`config.mk`:
```
export PLATFORM = sky130hd
export DESIGN_NAME = writeback_unit
export DESIGN_NICKNAME = d
export VERILOG_FILES = /design/src/rtl/writeback_unit_pkg.sv /design/src/rtl/writeback_unit_reg_file.sv /design/src/rtl/writeback_unit.sv
export SDC_FILE = /design/constraint.sdc
export NUM_CORES = 1
export LEC_CHECK = 0
export ABC_AREA = 1
export CAP_MARGIN = 40
export CORE_MARGIN = 1
export CORE_UTILIZATION = 50
export CTS_CLUSTER_DIAMETER = 30
export CTS_CLUSTER_SIZE = 24
export DETAILED_ROUTE_END_ITERATION = 6
export DONT_BUFFER_PORTS = 1
export HOLD_SLACK_MARGIN = 0.06
export PLACE_DENSITY = 0.8
export SLEW_MARGIN = 40
export SYNTH_ARGS = -nofsm -noshare
export SYNTH_HDL_FRONTEND = slang
export SYNTH_SLANG_ARGS = --single-unit
```
`constraint.sdc`:
```
create_clock -name clk -period 4.7 [get_ports clk]
set_clock_uncertainty 0.15 [all_clocks]
set_input_delay 0.235 -clock clk [delete_from_list [all_inputs] [get_ports clk]]
set_output_delay 0.235 -clock clk [all_outputs]
set_load 0.005 [all_outputs]
```
`src/rtl/writeback_unit_pkg.sv`:
```
// Definitions shared between the execution unit and the writeback stage.
package writeback_unit_pkg;

  localparam int REG_IDX_W = 3;
  localparam int DATA_W    = 16;

  localparam logic [3:0] OP_ADD = 4'h0;
  localparam logic [3:0] OP_SUB = 4'h1;
  localparam logic [3:0] OP_AND = 4'h2;
  localparam logic [3:0] OP_OR  = 4'h3;
  localparam logic [3:0] OP_DIV = 4'h4;
  localparam logic [3:0] OP_CMP = 4'hE;
  localparam logic [3:0] OP_NOP = 4'hF;

  localparam int FLAG_Z = 0;
  localparam int FLAG_C = 1;
  localparam int FLAG_D = 2;

endpackage

```
`src/rtl/writeback_unit_reg_file.sv`:
```
// Architectural register file: one synchronous write port, two
// combinational read ports, r0 hardwired to zero.
module reg_file
  import writeback_unit_pkg::*;
#(
  parameter int NREGS = 8
) (
  input  logic                 clk,
  input  logic                 rst,
  input  logic                 we,
  input  logic [REG_IDX_W-1:0] waddr,
  input  logic [DATA_W-1:0]    wdata,
  input  logic [REG_IDX_W-1:0] raddr1,
  input  logic [REG_IDX_W-1:0] raddr2,
  output logic [DATA_W-1:0]    rdata1,
  output logic [DATA_W-1:0]    rdata2
);

  logic [DATA_W-1:0] mem [NREGS];

  // Write port; writes aimed at r0 are dropped so it always stays zero.
  always_ff @(posedge clk or posedge rst) begin
    if (rst) begin
      for (int i = 0; i < NREGS; i++) mem[i] <= '0;
    end else if (we && (waddr != '0)) begin
      mem[waddr] <= wdata;
    end
  end

  assign rdata1 = (raddr1 == '0) ? '0 : mem[raddr1];
  assign rdata2 = (raddr2 == '0) ? '0 : mem[raddr2];

endmodule

```
`src/rtl/writeback_unit.sv`:
```
// Writeback stage: captures execution results, commits them to the register
// file one cycle later, keeps the flag register and the retire counter, and
// serves the operand read ports with forwarding from the pending write.
module writeback_unit
  import writeback_unit_pkg::*;
#(
  parameter int         NREGS  = 8,
  parameter logic [3:0] OP_CMP = writeback_unit_pkg::OP_CMP,
  parameter logic [3:0] OP_NOP = writeback_unit_pkg::OP_NOP
) (
  input  logic                 clk,
  input  logic                 rst,
  input  logic                 ex_valid,
  input  logic [3:0]           ex_opcode,
  input  logic [REG_IDX_W-1:0] ex_rd,
  input  logic [DATA_W-1:0]    ex_result,
  input  logic                 ex_zero,
  input  logic                 ex_carry,
  input  logic                 ex_div_done,
  input  logic                 stall,
  input  logic [REG_IDX_W-1:0] rs1_addr,
  input  logic [REG_IDX_W-1:0] rs2_addr,
  output logic [DATA_W-1:0]    rs1_data,
  output logic [DATA_W-1:0]    rs2_data,
  output logic [2:0]           flags,
  output logic                 wb_valid,
  output logic [15:0]          retired
);

  logic                 accept;
  logic                 is_nop;
  logic                 ex_we;
  logic                 commit;
  logic                 wb_we;
  logic [REG_IDX_W-1:0] wb_rd;
  logic [DATA_W-1:0]    wb_data;
  logic [DATA_W-1:0]    rf_rdata1;
  logic [DATA_W-1:0]    rf_rdata2;
  logic [2:0]           flags_in;

  assign accept = ex_valid && !stall;
  assign is_nop = (ex_opcode == OP_NOP);
  assign ex_we  = (ex_opcode != OP_CMP) && !is_nop && (ex_rd != '0);
  assign commit = wb_valid && wb_we && !stall;

  // Assemble the incoming flags using the shared bit positions.
  always_comb begin
    flags_in         = '0;
    flags_in[FLAG_Z] = ex_zero;
    flags_in[FLAG_C] = ex_carry;
    flags_in[FLAG_D] = ex_div_done;
  end

  // Stage register: load on accept, drain when idle, freeze under stall.
  always_ff @(posedge clk or posedge rst) begin
    if (rst) begin
      wb_valid <= 1'b0;
      wb_we    <= 1'b0;
      wb_rd    <= '0;
      wb_data  <= '0;
    end else if (!stall) begin
      wb_valid <= accept;
      if (accept) begin
        wb_we   <= ex_we;
        wb_rd   <= ex_rd;
        wb_data <= ex_result;
      end
    end
  end

  // Flag register and retire counter update on every accepted non-NOP.
  always_ff @(posedge clk or posedge rst) begin
    if (rst) begin
      flags   <= 3'b000;
      retired <= '0;
    end else if (accept && !is_nop) begin
      flags   <= flags_in;
      retired <= retired + 16'd1;
    end
  end

  reg_file #(.NREGS(NREGS)) u_reg_file (
    .clk    (clk),
    .rst    (rst),
    .we     (commit),
    .waddr  (wb_rd),
    .wdata  (wb_data),
    .raddr1 (rs1_addr),
    .raddr2 (rs2_addr),
    .rdata1 (rf_rdata1),
    .rdata2 (rf_rdata2)
  );

  // Read ports: r0 is zero, then the pending write, then the register file.
  // No bypass from ex_result, which would close a loop through the ALU.
  always_comb begin
    rs1_data = rf_rdata1;
    rs2_data = rf_rdata2;
    if (rs1_addr == '0)
      rs1_data = '0;
    else if (wb_valid && wb_we && (wb_rd == rs1_addr))
      rs1_data = wb_data;
    if (rs2_addr == '0)
      rs2_data = '0;
    else if (wb_valid && wb_we && (wb_rd == rs2_addr))
      rs2_data = wb_data;
  end

endmodule

```
Word-level counts from Yosys, hierarchy flattened
Index checks and enable logic that the tools add are counted.

Memories: 0. ROM bits: 0. Latch bits: 0. RAM bits: 0. Word-level logic and storage cells: 57. Flip-flop bits (word level): 168. Output and inout port bits: 52. Input port bits: 36.

$add $sub $neg: 1. Div/mod/pow operators: 0. Eq/ne operators: 4. Shifts and indexed selects: 0. Multipliers: 0. Multiplexer cells: 13. Order comparisons: 4. Reductions and logical operators: 17. Bitwise gates (word level): 4.

Operators by type and width (number): 16-bit two-way mux (9); 128-bit bitwise mux (1); 16-bit binary-select mux with 3-bit select (2); 16-bit demux with 3-bit select (1); 16-bit by 1-bit adder with 16-bit output, second input constant (1); 4-bit >= comparator, second input constant (3); 3-bit NOT with 4-bit output (3); 1-bit logical AND (10); 3-bit == test (2); 3-bit logical NOT (2); 3-bit nonzero test (2); 4-bit == test, second input constant (1); 4-bit by 1-bit less-than comparator with 1-bit output, second input constant (1); 4-bit inequality test, second input constant (1); 1-bit logical NOT (2); 2-bit AND reduction (1); 1-bit NOT (1).

Longest topological paths before layout
Word-level depth: 6. Depth in mapped cells: 10.

By module
Synthesis repeated with hierarchy kept, for this count alone.

Cells, all modules: 1480. Area total of the unflattened synthesis: 10119.7 sq um.

Modules (own cells, without submodules): reg_file (sequential area each 3203.1 sq um, cells an instance 1099, times used 1, area each 7454.6 sq um); writeback_unit (sequential area each 1001.0 sq um, cells an instance 381, times used 1, area each 2665.1 sq um).

Worst setup path after synthesis
Ideal clock, no wire load.

Kind: register -> output. From: register wb_rd[0]. To: output rs2_data[0]. Path slack: 3.115 ns. Stages on the path, launching flop included: 10. Arrival: 1.200 ns. Path buffers: 2. Cells stage by stage: dfrtp_1 -> buf_4 -> nand2_1 -> nand2_1 -> nor2_8 -> nand2_4 -> inv_2 -> buf_6 -> nor2_1 -> nor2_1.

Longest elaborated chain between the ends: 4.

RTL lines: from (decl) (RTL line writeback_unit.sv:35) `logic [REG_IDX_W-1:0] wb_rd;`; from (signal assigned) (RTL line writeback_unit.sv:65) `wb_rd <= ex_rd;`; 3-bit == test (RTL line writeback_unit.sv:105) `else if (wb_valid && wb_we && (wb_rd == rs2_addr))`; 1-bit logical AND (RTL line writeback_unit.sv:105); 16-bit two-way mux (RTL line writeback_unit.sv:105); 16-bit two-way mux (RTL line writeback_unit.sv:103) `if (rs2_addr == '0)`; to (decl) (RTL line writeback_unit.sv:24) `output logic [DATA_W-1:0] rs2_data,`.

No other way between the ends.

Worst setup path in the final report
From: register wb_valid. To: output rs1_data[1].

Longest elaborated chain between the ends: 4.

RTL lines: from (decl) (RTL line writeback_unit.sv:26) `output logic wb_valid,`; from (signal assigned) (RTL line writeback_unit.sv:62) `wb_valid <= accept;`; 1-bit logical AND (2 in series) (RTL line writeback_unit.sv:101) `else if (wb_valid && wb_we && (wb_rd == rs1_addr))`; 16-bit two-way mux (RTL line writeback_unit.sv:101); 16-bit two-way mux (RTL line writeback_unit.sv:99) `if (rs1_addr == '0)`; to (decl) (RTL line writeback_unit.sv:23) `output logic [DATA_W-1:0] rs1_data,`.

No other way between the ends.

==> flow_summary.yaml <==
min_path:
  hold_path_class: "input port to flop"
worst_setup_path:
  critical_path_class: "flop to output pin"
  crit_chain: "nand2_1, inv_1, nand2_1, nor2_4, nand2_4, clkinv_2, nor2_1, nor2_1"
  start_kind: "flop"
  crit_path_end_kind: "output pin"
  cpMaxStageDelayCell: "dfrtp_1"
  crit_fanout: 17
  reg2reg_depth: 4
  reg2reg_slack_ns: 2.56
  crit_family: "simple AND/OR/NAND/NOR gates"
  cp.depth: 8
  r2r-end: "u_reg_file.mem[90]$_DFFE_PP0P_"
  crit_start: "wb_valid$_DFFE_PP0N_"
  slowest_delay_ns: 0.41
  timing.rr.start: "wb_rd[2]$_DFFE_PP0P_"
  crit_required_ns: 4.32
  cp_num_buf_inv: 2
  crit_path_end: "rs1_data[1]"
  arrival_ns: 2.26
routing:
  ant_nets: 0
  routed_via_density: 5.88
  vias: 9064
  wl_per_cell_um: 18.5
  firstDrtPassIters: 7
  drt-initial-drc-count: 1397
  drc_errors: 14
  wl_um: 28600
grt:
  grt_pass1_vias: 8616
  gr-usage-all-layers_pct: 30.8
  antenna_found_initial: 1
  grt_max_degree: 108
  grt_first_pass_wirelength_um: 45900
  overflow: 0
sta:
  fmax_ghz: 0.378
  finalHoldViolCount: 0
  relSlewSlack_pct: 48.0
  fin_setup_tns_ns: 0
  finalWorstSetupSlack_ns: 2.05
  setup_viol: 0
  worstMarginPinSlew_ns: 0.778
  fin_crit_sh_pct: 56.3
  post-route-min-period_ns: 2.65
  rsz0062_at_grt: "no"
  slew_violations: 0
finish:
  finish.net_count: 1337
  antenna_cells: 0
  layout-drive-gt1-share_pct: 5.26
  area_growth_pct: 9.27
clocking:
  cts_tree: "done"
  numCtsBuffers: 17
  htreeDepth: 4
  worstSkewPairLatency_ns: 0.44
  cts_sinks: 168
  clk_pin_slew_ns: 0.08
  cts_buffer_depth: 2
  root_buffer: "clkbuf_16"
  cts_resized: 0
synth:
  synth-main-ff-cell: "dfrtp_1"
  seq_area_frac_synth_pct: 45.2
  yosysMostFrequentCell: "nand2_1"
  synth_cell_types: 29
  synth-async-reset-ratio_pct: 100
  synth_area_leaders: "dfrtp_1, nand2_1, nand3_1"
  netlist_area_um2: 9300
  avgSynthCellArea_um2: 6.95
  synthesis.instances: 1337
  synth-edff-count: 0
  synth_top_cell_area_share_pct: 45.2
  synth_common_cells: "nand2_1, nand3_1, dfrtp_1"
  postSynthNetCount: 1374
  synth_top_cell_by_area: "dfrtp_1"
  synth_seq_cells: 168
  yosysWarnings: 0
place:
  port_buffers: 0
  place_ws_ns: 2.46
  place_hpwl_um: 17400
  place_congestion: 0.899
pwr:
  powerDensity_nw_per_um2: 416
  ir_worst_vdd_uv: 295
  power_mw: 4.23
  power.leakage_nw: 4.82
floorplan:
  rows: 49
  coreArea_um2: 18100
  die_w_um: 138
  initial_utilization_pct: 51.4
  dieArea_um2: 19100
  die_h_um: 138
  ios: 88
outcome:
  status: "finished with violations"
  violations: "design-rule violations"
run:
  maxCapViolCount: 0
metal layers:
layer  track usage, %  vias to the layer above  share of wire [%]
met4             15.0                        0                3.8
met2             45.0                      613                 42
met1             40.6                     4143                 40
met3             10.9                       97                 14
met5                0                        -                  0
li1                 -                     4211                  -
stage by stage:
step / util (%) / instance area (µm²) / std cells / hold WS [ns]
after detailed placement: 51.2 / 9260 / 1477 / 0.209
after CTS: 56.2 / 10200 / 1542 / 0.0644
after global placement: 50.9 / 9200 / 1475 / 0.199
final: 56.2 / 10200 / 1542 / 0.0711
after global routing: 56.2 / 10200 / 1542 / 0.0791
after floorplan: - / 9300 / 1337 / 0.195
worst min-delay path: stages:
cell	delay, ns
nor2_4	0.05
nand3_1	0.25
o21ai_1	0.09
power by group:
group	leakage (nW)	internal, mW	total, mW	switching (mW)
registers	2.24	1.73	1.98	0.253
logic	2.31	0.319	0.883	0.565
clock network	0.269	0.714	1.37	0.655
sequential cells by signal, indices dropped and copies added (netlist names):
name / flops
wb_valid: 1
u_reg_file.mem: 128
wb_data: 16
wb_rd: 3
flags: 3
wb_we: 1
retired: 16
final cells by class:
class	instances	area [µm²]
clock inverters	14	133
well taps	229	287
flip-flops and latches	168	4200
multi-input cells	1026	4470
inverters	45	174
fillers	1656	7930
repair buffers	42	450
clock buffers	18	439
logic make-up (layout without fill, tap and decap cells):
kind of cell	Yosys count	in the layout	synth area share (%)
compound gates	137	137	7.44
xor+xnor	8	8	0.754
fa+ha+maj	1	1	0.135
buf+inv	143	119	6.73
flops	168	168	45.2
simple gates	880	880	39.7
how the worst min path moves through the flow:
stage,slack (ns),end,from,cells after the start
3_5_place_dp,0.21,wb_valid$_DFFE_PP0N_,stall,2
2_1_floorplan,0.19,flags[0]$_DFFE_PP0P_,ex_zero,2
3_3_place_gp,0.20,flags[0]$_DFFE_PP0P_,ex_zero,2
6_report,0.07,u_reg_file.mem[72]$_DFFE_PP0P_,stall,3
4_1_cts,0.06,u_reg_file.mem[72]$_DFFE_PP0P_,stall,3
5_1_grt,0.08,u_reg_file.mem[65]$_DFFE_PP0P_,stall,3
layout by cell type, fill, tap and decap left out, types with 5 or more instances in the layout:
| cell type | instances |
|---|---|
| buf_4 | 6 |
| clkbuf_16 | 17 |
| clkinvlp_4 | 5 |
| dfrtp_1 | 168 |
| dlygate4sd3_1 | 33 |
| inv_1 | 34 |
| inv_2 | 9 |
| inv_6 | 5 |
| nand2_1 | 536 |
| nand3_1 | 225 |
| nor2_1 | 97 |
| o21ai_0 | 110 |
| o21ai_1 | 25 |
| xnor2_1 | 5 |
what timing repair did:
item                      CTS  global route
hold buffers               33             0
hold endpoints to repair  135             0
buffers inserted            0             0
Note: power is estimated with default switching activity, not from simulation.
